[config.mk]
export PLATFORM = sky130hd
export DESIGN_NAME = imem_loader
export DESIGN_NICKNAME = d
export VERILOG_FILES = /design/src/rtl/imem_loader.sv
export SDC_FILE = /design/constraint.sdc
export NUM_CORES = 1
export LEC_CHECK = 0
export ABC_AREA = 1
export BUFFER_PORTS_ARGS = -buffer_cell sky130_fd_sc_hd__buf_2
export CORE_MARGIN = 2
export CORE_UTILIZATION = 60
export DETAILED_ROUTE_END_ITERATION = 10
export PLACE_DENSITY = 0.92
export SYNTH_ARGS = -nofsm -noshare
export SYNTH_HDL_FRONTEND = slang
export SYNTH_SLANG_ARGS = --single-unit
[constraint.sdc]
create_clock -name clk -period 4.6 [get_ports clk]
set_input_delay 0 -clock clk [delete_from_list [all_inputs] [get_ports clk]]
set_output_delay 0 -clock clk [all_outputs]
set_load 0.02 [all_outputs]
[src/rtl/imem_loader.sv]
// Framed byte-stream loader for the byte-wide, big-endian instruction memory.
// Define IMEM_LOADER_CHECKSUM_EN to compile in the trailing checksum byte and its check.
module imem_loader #(
  parameter int         ADDR_W    = 16,
  parameter int         MEM_BYTES = 64,
  parameter logic [7:0] SYNC_BYTE = 8'hA5
) (
  input  logic              clk,
  input  logic              rst,
  input  logic              in_valid,
  output logic              in_ready,
  input  logic [7:0]        in_byte,
  output logic              wr_en,
  output logic [ADDR_W-1:0] wr_addr,
  output logic [7:0]        wr_data,
  output logic              busy,
  output logic              done,
  output logic              err
);

  typedef enum logic [2:0] {
    S_IDLE = 3'd0,
    S_ADDR = 3'd1,
    S_LEN  = 3'd2,
    S_DATA = 3'd3,
    S_CSUM = 3'd4,
    S_DONE = 3'd5,
    S_ERR  = 3'd6
  } state_t;

  // The bound checks are done at 9 bits so that A + L cannot wrap.
  localparam logic [8:0] MEM_LIM = 9'(MEM_BYTES);

`ifdef IMEM_LOADER_CHECKSUM_EN
  localparam state_t S_AFTER_PAYLOAD = S_CSUM;
`else
  localparam state_t S_AFTER_PAYLOAD = S_DONE;
`endif

  state_t            state_r;
  state_t            state_s;
  logic [ADDR_W-1:0] addr_cnt_r;
  logic [7:0]        start_r;
  logic [7:0]        remain_r;
  logic              in_ready_r;
  logic              wr_en_r;
  logic [ADDR_W-1:0] wr_addr_r;
  logic [7:0]        wr_data_r;
  logic              busy_r;
  logic              done_r;
  logic              err_r;
  logic              in_ready_s;
  logic              wr_en_s;
  logic              busy_s;
  logic              done_s;
  logic              err_s;
  logic              accept_s;
  logic              sync_hit_s;
  logic [8:0]        frame_end_s;

  assign accept_s    = in_valid && in_ready_r;
  assign sync_hit_s  = (state_r == S_IDLE) && accept_s && (in_byte == SYNC_BYTE);
  assign frame_end_s = {1'b0, start_r} + {1'b0, in_byte};

`ifdef IMEM_LOADER_CHECKSUM_EN
  logic [7:0] sum_r;

  function automatic logic [7:0] csum_add(input logic [7:0] acc, input logic [7:0] b);
    return acc + b;
  endfunction
`endif

  // State register.
  always_ff @(posedge clk or negedge rst) begin
    if (!rst) begin
      state_r <= S_IDLE;
    end else begin
      state_r <= state_s;
    end
  end

  // Next-state decode from the accepted byte.
  always_comb begin
    state_s = state_r;
    case (state_r)
      S_IDLE: begin
        if (sync_hit_s) state_s = S_ADDR;
        else            state_s = S_IDLE;
      end
      S_ADDR: begin
        if (!accept_s)                         state_s = S_ADDR;
        else if ({1'b0, in_byte} >= MEM_LIM)   state_s = S_ERR;
        else                                   state_s = S_LEN;
      end
      S_LEN: begin
        if (!accept_s)                 state_s = S_LEN;
        else if (frame_end_s > MEM_LIM) state_s = S_ERR;
        else if (in_byte == 8'd0)      state_s = S_AFTER_PAYLOAD;
        else                           state_s = S_DATA;
      end
      S_DATA: begin
        if (accept_s && (remain_r == 8'd1)) state_s = S_AFTER_PAYLOAD;
        else                                state_s = S_DATA;
      end
`ifdef IMEM_LOADER_CHECKSUM_EN
      S_CSUM: begin
        if (!accept_s)                             state_s = S_CSUM;
        else if (csum_add(sum_r, in_byte) == 8'h00) state_s = S_DONE;
        else                                       state_s = S_ERR;
      end
`endif
      S_DONE:  state_s = S_IDLE;
      S_ERR:   state_s = S_IDLE;
      default: state_s = S_IDLE;
    endcase
  end

  // Next values of the registered outputs, derived from the upcoming state.
  always_comb begin
    in_ready_s = 1'b0;
    busy_s     = 1'b0;
    done_s     = 1'b0;
    wr_en_s    = 1'b0;
    err_s      = err_r;
    case (state_s)
      S_IDLE:  in_ready_s = 1'b1;
      S_ADDR:  in_ready_s = 1'b1;
      S_LEN:   in_ready_s = 1'b1;
      S_DATA:  in_ready_s = 1'b1;
      S_CSUM:  in_ready_s = 1'b1;
      default: in_ready_s = 1'b0;
    endcase
    if (state_s != S_IDLE) busy_s = 1'b1;
    else                   busy_s = 1'b0;
    if (state_s == S_DONE) done_s = 1'b1;
    else                   done_s = 1'b0;
    if ((state_r == S_DATA) && accept_s) wr_en_s = 1'b1;
    else                                 wr_en_s = 1'b0;
    if (state_s == S_ERR)  err_s = 1'b1;
    else if (sync_hit_s)   err_s = 1'b0;
    else                   err_s = err_r;
  end

  // Frame datapath: start address, write address counter, remaining count.
  always_ff @(posedge clk or negedge rst) begin
    if (!rst) begin
      addr_cnt_r <= {ADDR_W{1'b0}};
      start_r    <= 8'd0;
      remain_r   <= 8'd0;
    end else if (accept_s) begin
      case (state_r)
        S_ADDR: begin
          start_r    <= in_byte;
          addr_cnt_r <= ADDR_W'(in_byte);
        end
        S_LEN:   remain_r <= in_byte;
        S_DATA: begin
          addr_cnt_r <= addr_cnt_r + ADDR_W'(1);
          remain_r   <= remain_r - 8'd1;
        end
        default: remain_r <= remain_r;
      endcase
    end
  end

`ifdef IMEM_LOADER_CHECKSUM_EN
  // Running modulo-256 sum of A, L and payload; the sync byte is excluded.
  always_ff @(posedge clk or negedge rst) begin
    if (!rst) begin
      sum_r <= 8'd0;
    end else if (accept_s) begin
      case (state_r)
        S_ADDR:  sum_r <= in_byte;
        S_LEN:   sum_r <= csum_add(sum_r, in_byte);
        S_DATA:  sum_r <= csum_add(sum_r, in_byte);
        default: sum_r <= sum_r;
      endcase
    end
  end
`endif

  // Output registers; address and data hold their last value between writes.
  always_ff @(posedge clk or negedge rst) begin
    if (!rst) begin
      in_ready_r <= 1'b0;
      wr_en_r    <= 1'b0;
      wr_addr_r  <= {ADDR_W{1'b0}};
      wr_data_r  <= 8'd0;
      busy_r     <= 1'b0;
      done_r     <= 1'b0;
      err_r      <= 1'b0;
    end else begin
      in_ready_r <= in_ready_s;
      wr_en_r    <= wr_en_s;
      busy_r     <= busy_s;
      done_r     <= done_s;
      err_r      <= err_s;
      if (wr_en_s) begin
        wr_addr_r <= addr_cnt_r;
        wr_data_r <= in_byte;
      end
    end
  end

  assign in_ready = in_ready_r;
  assign wr_en    = wr_en_r;
  assign wr_addr  = wr_addr_r;
  assign wr_data  = wr_data_r;
  assign busy     = busy_r;
  assign done     = done_r;
  assign err      = err_r;

endmodule

* Yosys cells after proc, flatten, opt, wreduce, memory -nomap -nowiden
Cells that the tools add are included.
** Cells by class
- Add/sub/neg operators :: 3
- Order comparisons :: 2
- Equal/unequal tests :: 11
- Mux-type cells :: 16
- Reductions and logical operators :: 16
** Operator list (number)
- $pmux 16 s2 :: 1
- $mux 3 :: 6
- $add 16x1->16 const B :: 1
- $pmux 8 s2 :: 1
- $eq 3x2->1 const B :: 4
- $pmux 3 s4 :: 1
- $add 8x8->9 :: 1
- $eq 3x3->1 const B :: 3
- $gt 9x7->1 const B :: 1
- $eq 8x1->1 const B :: 1
- $eq 8x8->1 const B :: 1
- $ge 8x7->1 const B :: 1
- $logic_not 8->1 :: 1
- $sub 8x1->8 const B :: 1
- $mux 1 :: 7
- $eq 3x1->1 const B :: 2
- $logic_not 3->1 :: 2
- $reduce_and 2->1 :: 3
- $reduce_bool 2->1 :: 3
- $logic_and 1x1->1 :: 5
- $reduce_or 5->1 :: 1
- $reduce_bool 3->1 :: 1
** Word-level totals
- Register bits after elaboration :: 64
- Input port bits :: 11
- Output and inout port bits :: 29
- Word-level logic and storage cells :: 59

* Depth between registers and ports, before layout
Gate-level depths: netlist (run 1).
- Depth after elaboration :: 8
- Gate-level depth with buffers :: 15
- Depth with buffers taken out :: 15

* Worst setup path before layout (run 1)
OpenSTA, ideal clock, no wires.
- Kind :: reg-to-reg
- Start point :: register start_r[0]
- End point :: register err_r (netlist: err)
- Library setup time :: 0.116 ns
- Arrival :: 1.926 ns
- Required time :: 4.484 ns
- Slack :: 2.558 ns
- Stages on the path, launching flop included :: 14
- Path buffers :: 0
- Period minus slack after synthesis :: 2.042 ns
- Cells stage by stage :: dfrtp_1 ha_1 fa_1 or2_2 nor2_1 nand3_1 nor2_1 nand2_1 nand2_1 nand3_1 nand2_1 nand2_1 nand2_1 nand2_1
** On the way
- Cells in the longest elaborated chain, start to end :: 7
- Elaborated cells between the ends (all ways) :: 8
- Classes of those cells :: add/sub (1); order compare (1); eq/ne (1); mux (4); reduce/logical (1)
** RTL lines
- from (decl) :: line 43 : logic [7:0] start_r;
- from (signal assigned) :: line 153 : start_r <= in_byte;
- $add 8x8->9 (*) :: line 63 : assign frame_end_s = {1'b0, start_r} + {1'b0, in_byte};
- $gt 9x7->1 (*) :: line 97 : else if (frame_end_s > MEM_LIM) state_s = S_ERR;
- $mux 3 (*) :: line 97
- $mux 3 (*) :: line 96 : if (!accept_s) state_s = S_LEN;
- $pmux 3 s4 (*) :: line 85 : case (state_r)
- net state_s[2] :: line 41 : state_t state_s;
- $eq 3x3->1 (*) :: line 139 : if (state_s == S_ERR) err_s = 1'b1;
- $mux 1 or $reduce_bool 2->1 (tied branches)
- to (signal assigned) :: line 197 : err_r <= err_s;
- to (decl) :: line 51 : logic err_r;
The timed path passes the listed nets; every way through them passes the cells marked *.
A chain may end at the register's enable or synchronous reset.

* Final worst setup path (run 1)
Ends and elaborated chain as after synthesis.

==> results of run 1 <==
-- how the worst min path moves through the flow --
stage,startpoint,endpoint,slack (ps),depth (start not counted)
2_1_floorplan,rst,addr_cnt_r[0],-300,0
3_3_place_gp,rst,remain_r[2],210,2
3_5_place_dp,rst,remain_r[2],220,2
4_1_cts,in_byte[5],remain_r[5],10,3
5_1_grt,in_byte[2],addr_cnt_r[2],20,3
6_report,in_byte[2],wr_data[2],10,3
-- cell type report --
type	count	area (um^2)
sequential	64	1600
inverter	56	215
multi-input combinational	302	1550
tap	72	90.1
clock inverter	6	61.3
timing repair buffer	45	253
clock buffer	9	124
fill	419	1610
-- power by group --
part | switching [W] | internal (W)
combinational | 0.000619 | 0.000345
sequential | 0.000164 | 0.000788
clock | 0.000219 | 0.000245
total | 0.00100 | 0.00138
-- timing repair --
item                                   CTS  global route
endpoints found under the hold margin   71             0
setup endpoints to repair                0             0
hold buffers                             5             0
-- state kept, by name (all words and copies together) (netlist names) --
register,count
addr_cnt_r,16
busy,1
done,1
err,1
in_ready,1
remain_r,8
start_r,8
state_r,3
wr_addr,16
wr_data,8
wr_en,1
-- worst register-to-register path: cells and delay by family (launching register included) --
family / cells / cell delay (ps)
AND/OR/NAND/NOR: 11 / 1100
adder cells (fa/ha/maj): 2 / 640
flip-flops: 1 / 390
-- cell families (layout without fill, tap and decap cells) --
family	count (synthesis)	in the layout	synth area share
AO/OA/AOI/OAI	74	74	0.119
buffers and inverters	66	116	0.0749
flip-flops	64	64	0.470
XOR/XNOR	5	5	0.0128
adder cells (fa/ha/maj)	12	12	0.0462
AND/OR/NAND/NOR	211	211	0.277
-- cell usage in the layout, fill, tap and decap left out, types with 2 or more instances in the layout --
cell	n
dlygate4sd3_1	5
a21oi_1	9
inv_1	50
a22oi_1	2
o21ai_1	2
xor2_1	5
nor2_4	2
nand3_1	22
nand2_1	121
clkinv_4	2
inv_2	5
buf_2	39
nor3_1	5
a31oi_1	10
nand4_1	7
nor2_1	36
clkbuf_8	9
nand3_2	3
nor2_2	3
nand2_4	2
o21ai_0	46
nand3b_1	4
clkinv_2	3
dfrtp_1	64
ha_1	11
-- metrics by stage --
step / hold slack, ps / power [W] / instances / area (um^2)
finish: 13.5 / 0.00238 / 554 / 3900
global route: 24.4 / 0.00258 / 554 / 3900
CTS: 9.70 / 0.00238 / 554 / 3900
detailed placement: 218 / 0.00190 / 534 / 3660
global placement: 213 / 0.00185 / 534 / 3660
floorplan: -296 / 0.00163 / 432 / 3410
-- metal layers --
layer	track usage	routed length, um	up-vias
li1	-	-	1494
met1	0.347	3230	1396
met2	0.442	3790	118
met3	0.0656	525	21
met4	0.121	223	0
met5	0	0	-
==> impl_metrics.ini, run 1 <==
[setup_path]
arrival_ps = 2470
crit_slowest_cell = fa_1
crit_end = err
crit_path_max_fanout = 4
path_buf_inv = 0
worstPathCellList = ha_1 > fa_1 > or2_2 > nor2_1 > nand3_1 > nor2_1 > nand2_1 > nand2_1 > nand3_1 > nand2_1 > nand2_1 > nand2_1 > nand2_1
startpoint_type = flop
crit_family = simple AND/OR/NAND/NOR gates
cp_num_cells = 13
cp.required_ps = 4840
r2r-start = start_r[0]
critPathKind = reg2reg
cp-startpoint = start_r[0]
reg2reg_depth = 13
cp_slowest_stage_delay_ps = 420
r2r-end = err
r2r_setup_slack_ps = 2370
cp_common_cell = nand2_1
cp-end-kind = flop

[sta]
finalClockSkew_ps = 7.09
tns_ps = 0
max_freq_ghz = 0.448
hold_viol_final = 0
timing.final.crit_share = 0.485
worst_pin_slew_ps = 916
layout_setup_ws_ps = 2370
setup_viol = 0
final-max-slew-violation-count = 0
maxSlewHeadroom = 0.387
finalWorstPathRequiredPeriod_ps = 2230
grt_setup_unrepaired = false

[cts]
path_clk_slew_ps = 70
cts_resized = 0
cts_tree = built
clk-insertion-delay-late_ps = 350
post_cts_buffers = 0
cts_htree_levels = 3
cts.sinks = 64
cts_root_buffer = clkbuf_8
cts_buffer_depth = 2
numCtsBuffers = 9

[yosys]
synthTopCellsByArea = dfrtp_1, nand2_1, o21ai_0
synth.most_common_cell = nand2_1
synthFlopType = dfrtp_1
synthArstFlopShare = 1.00
synth_cells = 432
yosys-top-cells-count = nand2_1, dfrtp_1, inv_1, o21ai_0, nor2_1
synth_top_cell_area_share = 0.470
ys_types = 35
yosys.area.top_type = dfrtp_1
synth.cell_area_um2 = 3410
synth_edf_count = 0
yosysSeqAreaShare = 0.470
synth_fp_nets = 455
yosys_warnings = 0
synth_area_per_cell_um2 = 7.89
yosys_register_bits = 64

[die]
fp.dieH_um = 79.4
rows = 27
initial_core_util = 0.619
die_w_um = 79.4
io-pin-count = 40
core_area_um2 = 5510
dieArea_um2 = 6300

[pwr]
power_density_nw_per_um2 = 611
p_leak_nw = 2.03
vdd_ir_drop_max_v = 0.000379

[global_routing]
antenna_found_initial = 0
track_usage = 0.272
grt_max_degree = 65
grt_overflow_total = 0
first_global_vias = 2928
grt_pass1_wl_mm = 13.3

[job]
drv_cap = 0

[placement]
hpwlAfterDp_mm = 5.47
gp_congestion = 0.905
place_ws_ps = 2410
io_buffers = 39

[route]
drc = 0
viasPerCell = 5.47
vias = 3029
antenna_left = 0
wl_per_cell_um = 14.0
drt_wl_total_mm = 7.76
drtIter0Drc = 266
drt_pass1_iterations = 5

[layout]
area_growth_pct = 14.3
fin_util = 0.708
n_antenna_cell = 0
drive_above_1_share = 0.158
final_nets = 501

[outcome]
status = complete, no violations

[min_path]
hold_class = in2reg
No activity file was read; power rests on OpenSTA's default activity.
==> run 2, diff against run 1 <==
--- a/config.mk
+++ b/config.mk
@@ -8,9 +8,9 @@
 export ABC_AREA = 1
 export BUFFER_PORTS_ARGS = -buffer_cell sky130_fd_sc_hd__buf_2
 export CORE_MARGIN = 2
-export CORE_UTILIZATION = 60
+export CORE_UTILIZATION = 58
 export DETAILED_ROUTE_END_ITERATION = 10
-export PLACE_DENSITY = 0.92
+export PLACE_DENSITY = 0.89
 export SYNTH_ARGS = -nofsm -noshare
 export SYNTH_HDL_FRONTEND = slang
 export SYNTH_SLANG_ARGS = --single-unit
==> constraint.sdc (replaced) <==
create_clock -name clk -period 2.1 [get_ports clk]
set_input_delay 0 -clock clk [delete_from_list [all_inputs] [get_ports clk]]
set_output_delay 0 -clock clk [all_outputs]
set_load 0.02 [all_outputs]
==> run 2 against run 1 <==
Compared with the run above:
- the run now ends with setup timing left
- core utilization grew 0.60 points
- first-iteration DRC count shrank 19%
- routed wire length rose by 7.4%
- design area up 2.7%
- clock power up 120%
- die area is 3.3% higher
- sequential power rose by 120%
- clock skew decreased by 1.2 ps
- highest routed layer unchanged
==> impl_metrics.ini, run 2 (synthesized netlist as in run 1, its figures left out) <==
[outcome]
status = finished with violations
violations = setup timing

[pwr]
combPwrFrac = 0.422
power_density_nw_per_um2 = 1350
p_leak_nw = 2.07
vdd_ir_drop_max_v = 0.000914
swShare = 0.424
p_clk_frac = 0.187
p_int_w = 0.00312
total_power_w = 0.00541
power_frac_seq = 0.390
p_sw_w = 0.00229

[layout]
layout_common_cells = nand2_1, dfrtp_1, inv_1
final_nets = 506
final_common_cell = nand2_1
drive_above_1_share = 0.195
n_antenna_cell = 0
area_growth_pct = 17.4

[sta]
layout_setup_ws_ps = -14.1
worst_pin_slew_ps = 602
whs_ps = 12.1
maxSlewHeadroom = 0.598
grt_setup_unrepaired = true
finalWorstPathRequiredPeriod_ps = 2110
timing.final.crit_share = 1.01
max_freq_ghz = 0.473
finalClockSkew_ps = 5.86
hold_viol_final = 0
setup_viol = 2
final-max-slew-violation-count = 0

[die]
initial_core_util = 0.608
rows = 27
io-pin-count = 40
dieArea_um2 = 6510
core_area_um2 = 5610
fp.dieH_um = 80.7
die_w_um = 80.7

[global_routing]
grt_pass1_wl_mm = 13.7
grt_max_degree = 65
use_met2 = 0.465
first_global_vias = 2948
top_usage_layer = met2
grtUsageMet3 = 0.0719
antenna_found_initial = 0
track_usage = 0.278
grt_overflow_total = 0
met1_usage = 0.343

[setup_path]
r2r-end = err
cp.required_ps = 2340
r2r_setup_slack_ps = -10
critPathKind = reg2reg
reg2reg_depth = 13
r2r-start = start_r[0]
arrival_ps = 2350
cp-end-kind = flop
startpoint_type = flop
crit_path_max_fanout = 4

[placement]
io_buffers = 39
hpwlAfterDp_mm = 5.85
gp_congestion = 0.909

[job]
drv_cap = 0

[min_path]
worstHoldEndpoint = remain_r[5]
hold_class = in2reg
hp-start = in_byte[5]
hold_depth = 3

[cts]
cts_htree_levels = 3
cts_buffer_depth = 2
cts_tree = built
numCtsBuffers = 9
cts_root_buffer = clkbuf_8
clk-insertion-delay-late_ps = 340
cts.sinks = 64
path_clk_slew_ps = 70

[route]
wl_per_cell_um = 14.9
drtIter0Drc = 216
drt_pass1_iterations = 5
drt_wl_total_mm = 8.34
vias = 3194
drc = 0
antenna_left = 0
viasPerCell = 5.70
run 2: cell type report:
class,count,area [um^2]
flip-flops and latches,64,1600
repair buffers,50,298
clock buffers,10,128
clock inverters,6,60.1
fillers,444,1610
well taps,72,90.1
inverters,56,215
multi-input cells,302,1610
run 2: power groups by stage:
stage,Combinational (W),Clock (W),Sequential [W]
2_1_floorplan,0.00126,0,0.00230
3_3_place_gp,0.00203,0,0.00207
3_5_place_dp,0.00212,0,0.00211
4_1_cts,0.00219,0.00103,0.00209
5_1_grt,0.00257,0.00109,0.00217
6_report,0.00228,0.00101,0.00211
run 2: per-layer routing:
metal	wire length, um	vias up	share of wire
met2	4160	124	0.50
met4	200	0	0.024
met5	0	-	0
met3	452	23	0.054
li1	-	1497	-
met1	3530	1550	0.42
run 2: through the flow:
stage	instance area [um^2]	std cells	worst slack, ps	setup TNS [ps]	utilization
floorplan	3410	432	58.1	0	-
global placement	3700	537	-9.40	-10.9	0.659
detailed placement	3700	537	-120	-273	0.659
CTS	3940	557	3.53	0	0.703
global route	4000	560	-89.0	-160	0.714
finish	4000	560	-14.1	-22.2	0.714
run 2: how the worst max path moves through the flow:
stage	startpoint	end	depth (start not counted)
global route	start_r[0]	err	13
detailed placement	start_r[0]	done	13
floorplan	start_r[0]	err	13
CTS	start_r[0]	err	13
global placement	start_r[0]	err	13
finish	start_r[0]	err	13
run 2: worst max-delay path, cell delays in order, from the launching register on:
cell,delay (ps)
dfrtp_1,420
ha_4,180
fa_2,390
or2_4,230
nor2_1,80
nand3_1,70
nor2_1,110
nand2_1,90
nand2_2,90
nand3_2,80
nand2_2,100
nand2_4,70
nand2_2,60
nand2_1,40
run 2: what timing repair did:
item / 4_1_cts / 5_1_grt
setup buffers: 1 / 3
pin swaps: 8 / 5
endpoints found under the setup margin: 4 / 7
hold buffers: 3 / 0
hold endpoints to repair: 66 / 0
resized for setup: 7 / 8
==> run 3, diff against run 2 <==
==> config.mk (replaced) <==
export PLATFORM = sky130hd
export DESIGN_NAME = imem_loader
export DESIGN_NICKNAME = d
export VERILOG_FILES = /design/src/rtl/imem_loader.sv
export SDC_FILE = /design/constraint.sdc
export NUM_CORES = 1
export LEC_CHECK = 0
export CORE_MARGIN = 2
export CORE_UTILIZATION = 60
export DETAILED_ROUTE_END_ITERATION = 10
export DONT_BUFFER_PORTS = 1
export PLACE_DENSITY = 0.86
export SYNTH_ARGS = -nofsm -noshare
export SYNTH_HDL_FRONTEND = slang
export SYNTH_SLANG_ARGS = --single-unit
==> run 3 against run 2 <==
Compared with the run above:
- the flow still finishes with violations (setup timing)
- first-iteration DRC count increased by 87%
- routed wire length decreased by 4.8%
- sequential power decreased by 2%
- global-route usage increased by 1.2 points
- clock power increased by 5%
- power decreased by 11%
- combinational power decreased by 25%
- largest power group is now registers
- highest routed layer unchanged
==> impl_metrics.ini, run 3 <==
[setup_path]
r2r-end = err
crit_slowest_cell = or3_4
r2r_setup_slack_ps = -550
cp.required_ps = 2320
worstPathCellList = ha_4 > fa_2 > a21o_1 > a2111oi_4 > a21oi_2 > o211a_1 > or3_4 > a221o_1
startpoint_type = flop
crit_family = compound AO/OA/AOI/OAI gates
critPathKind = reg2reg
arrival_ps = 2870
cp-startpoint = start_r[0]
r2r-start = start_r[0]
cp-end-kind = flop
crit_path_max_fanout = 6
path_buf_inv = 0
reg2reg_depth = 8
cp_slowest_stage_delay_ps = 410

[cts]
cts_buffer_depth = 2
cts_tree = built
cts_root_buffer = clkbuf_8
clk-insertion-delay-late_ps = 350
cts_htree_levels = 3
cts.sinks = 64
path_clk_slew_ps = 70
numCtsBuffers = 9

[placement]
dpl-instance-area_um2 = 3520
io_buffers = 0
hpwlAfterDp_mm = 5.07
gp_congestion = 0.883

[global_routing]
grt_overflow_total = 0
first_global_vias = 2674
grt_max_degree = 65
track_usage = 0.290
antenna_found_initial = 0
grt_pass1_wl_mm = 13.4

[die]
rows = 26
io-pin-count = 40
dieArea_um2 = 6090
initial_core_util = 0.632
fp.dieH_um = 78.0
die_w_um = 78.0
core_area_um2 = 5200

[min_path]
hp-start = in_byte[0]
hold_class = in2reg
hold_depth = 4
worstHoldEndpoint = err

[layout]
final_common_cell = dfrtp_1
nFillCells = 366
layout_common_cells = dfrtp_1, nor2_1, mux2_2
drive_above_1_share = 0.242
n_antenna_cell = 0
final_nets = 377
design_area_um2 = 3900
area_growth_pct = 18.5
seq_area_um2 = 1600
multi_input_area_um2 = 1650

[pwr]
p_leak_nw = 1.79
vdd_ir_drop_max_v = 0.000748
power_density_nw_per_um2 = 1240

[sta]
finalWorstPathRequiredPeriod_ps = 2650
grt_setup_unrepaired = true
setup_viol = 7
final-max-slew-violation-count = 0
timing.final.crit_share = 1.26
hold_viol_final = 0
max_freq_ghz = 0.378
worst_pin_slew_ps = 554
finalClockSkew_ps = 11.4
whs_ps = 37.3
tns_ps = -3000
maxSlewHeadroom = 0.630
layout_setup_ws_ps = -546

[outcome]
violations = setup timing
status = finished with violations

[route]
drc = 0
drt_pass1_iterations = 5
drt_wl_total_mm = 7.94
drtIter0Drc = 404
vias = 2679
viasPerCell = 6.24
wl_per_cell_um = 18.5
antenna_left = 0

[yosys]
yosys_register_bits = 64
synth_edf_count = 0
synth_area_per_cell_um2 = 10.3
synthTopCellsByArea = dfrtp_1, mux2_2, ha_1
synthArstFlopShare = 1.00
yosys_warnings = 0
ys_types = 53
yosysSeqAreaShare = 0.487
yosys.area.top_type = dfrtp_1
yosys-top-cells-count = dfrtp_1, nor2_1, mux2_2, nand2_1, o21ai_0
synthFlopType = dfrtp_1
synth_fp_nets = 343
synth.cell_area_um2 = 3290
synth_cells = 320
synth.most_common_cell = dfrtp_1
synth_top_cell_area_share = 0.487

[job]
drv_cap = 0
[run 3: cell count changes after synthesis, sizes merged, moves of 7 or more]
cell / change
nand2: -101
inv: -43
mux2: +31
o21ai: -25
nand3: -16
a21oi: +10
nor2: -10
or3: +7
[run 3: layout make-up]
class                      count  area share
clock buffer                  11      0.0363
clock inverter                 5      0.0144
inverter                      12      0.0116
multi-input combinational    232       0.423
sequential                    64       0.411
tap                           70      0.0225
timing repair buffer          35      0.0815
[run 3: what timing repair did]
action	in CTS	in global routing
gates cloned	0	0
gates resized for setup	3	5
buffers inserted	1	1
endpoints found under the hold margin	95	0
hold buffers	10	0
endpoints found under the setup margin	7	7
pin swaps	2	3
[run 3: worst max-delay path by stage]
| stage | to | slack (ps) | cells after the start |
|---|---|---|---|
| floorplan | err | -490 | 9 |
| global placement | err | -530 | 8 |
| detailed placement | err | -600 | 8 |
| CTS | err | -500 | 8 |
| global route | err | -630 | 8 |
| finish | err | -550 | 8 |
[run 3: stage by stage]
| stage | utilization | worst slack, ps | instances | total power [W] |
|---|---|---|---|---|
| 6_report | 0.749 | -546 | 429 | 0.00482 |
| 3_5_place_dp | 0.677 | -604 | 401 | 0.00353 |
| 4_1_cts | 0.742 | -499 | 428 | 0.00469 |
| 3_3_place_gp | 0.677 | -527 | 401 | 0.00344 |
| 5_1_grt | 0.749 | -629 | 429 | 0.00515 |
| 2_1_floorplan | - | -494 | 320 | 0.00309 |
[run 3: power by group]
group,switching [W],internal [W]
combinational,0.000857,0.000851
sequential,0.000470,0.00159
clock,0.000480,0.000578
[run 3: per-layer routing]
metal / routed length [um] / GRT usage / share of wire
met1: 3290 / 0.387 / 0.41
met2: 3790 / 0.444 / 0.48
met3: 666 / 0.0782 / 0.084
met4: 195 / 0.133 / 0.025
met5: 0 / 0 / 0
[run 3: logic make-up (layout without fill, tap and decap cells)]
logic type / after synthesis / count (layout) / synth area share
simple gates: 102 / 102 / 0.151
compound gates: 78 / 78 / 0.154
flops: 64 / 64 / 0.487
mux: 31 / 31 / 0.106
buf+inv: 24 / 63 / 0.0308
fa+ha+maj: 12 / 12 / 0.0479
xor+xnor: 9 / 9 / 0.0240
[run 3: worst reg2reg max path, stage by stage (launching register included)]
cell,delay (ps)
dfrtp_1,400
ha_4,170
fa_2,370
a21o_1,210
a2111oi_4,310
a21oi_2,60
o211a_1,260
or3_4,410
a221o_1,340
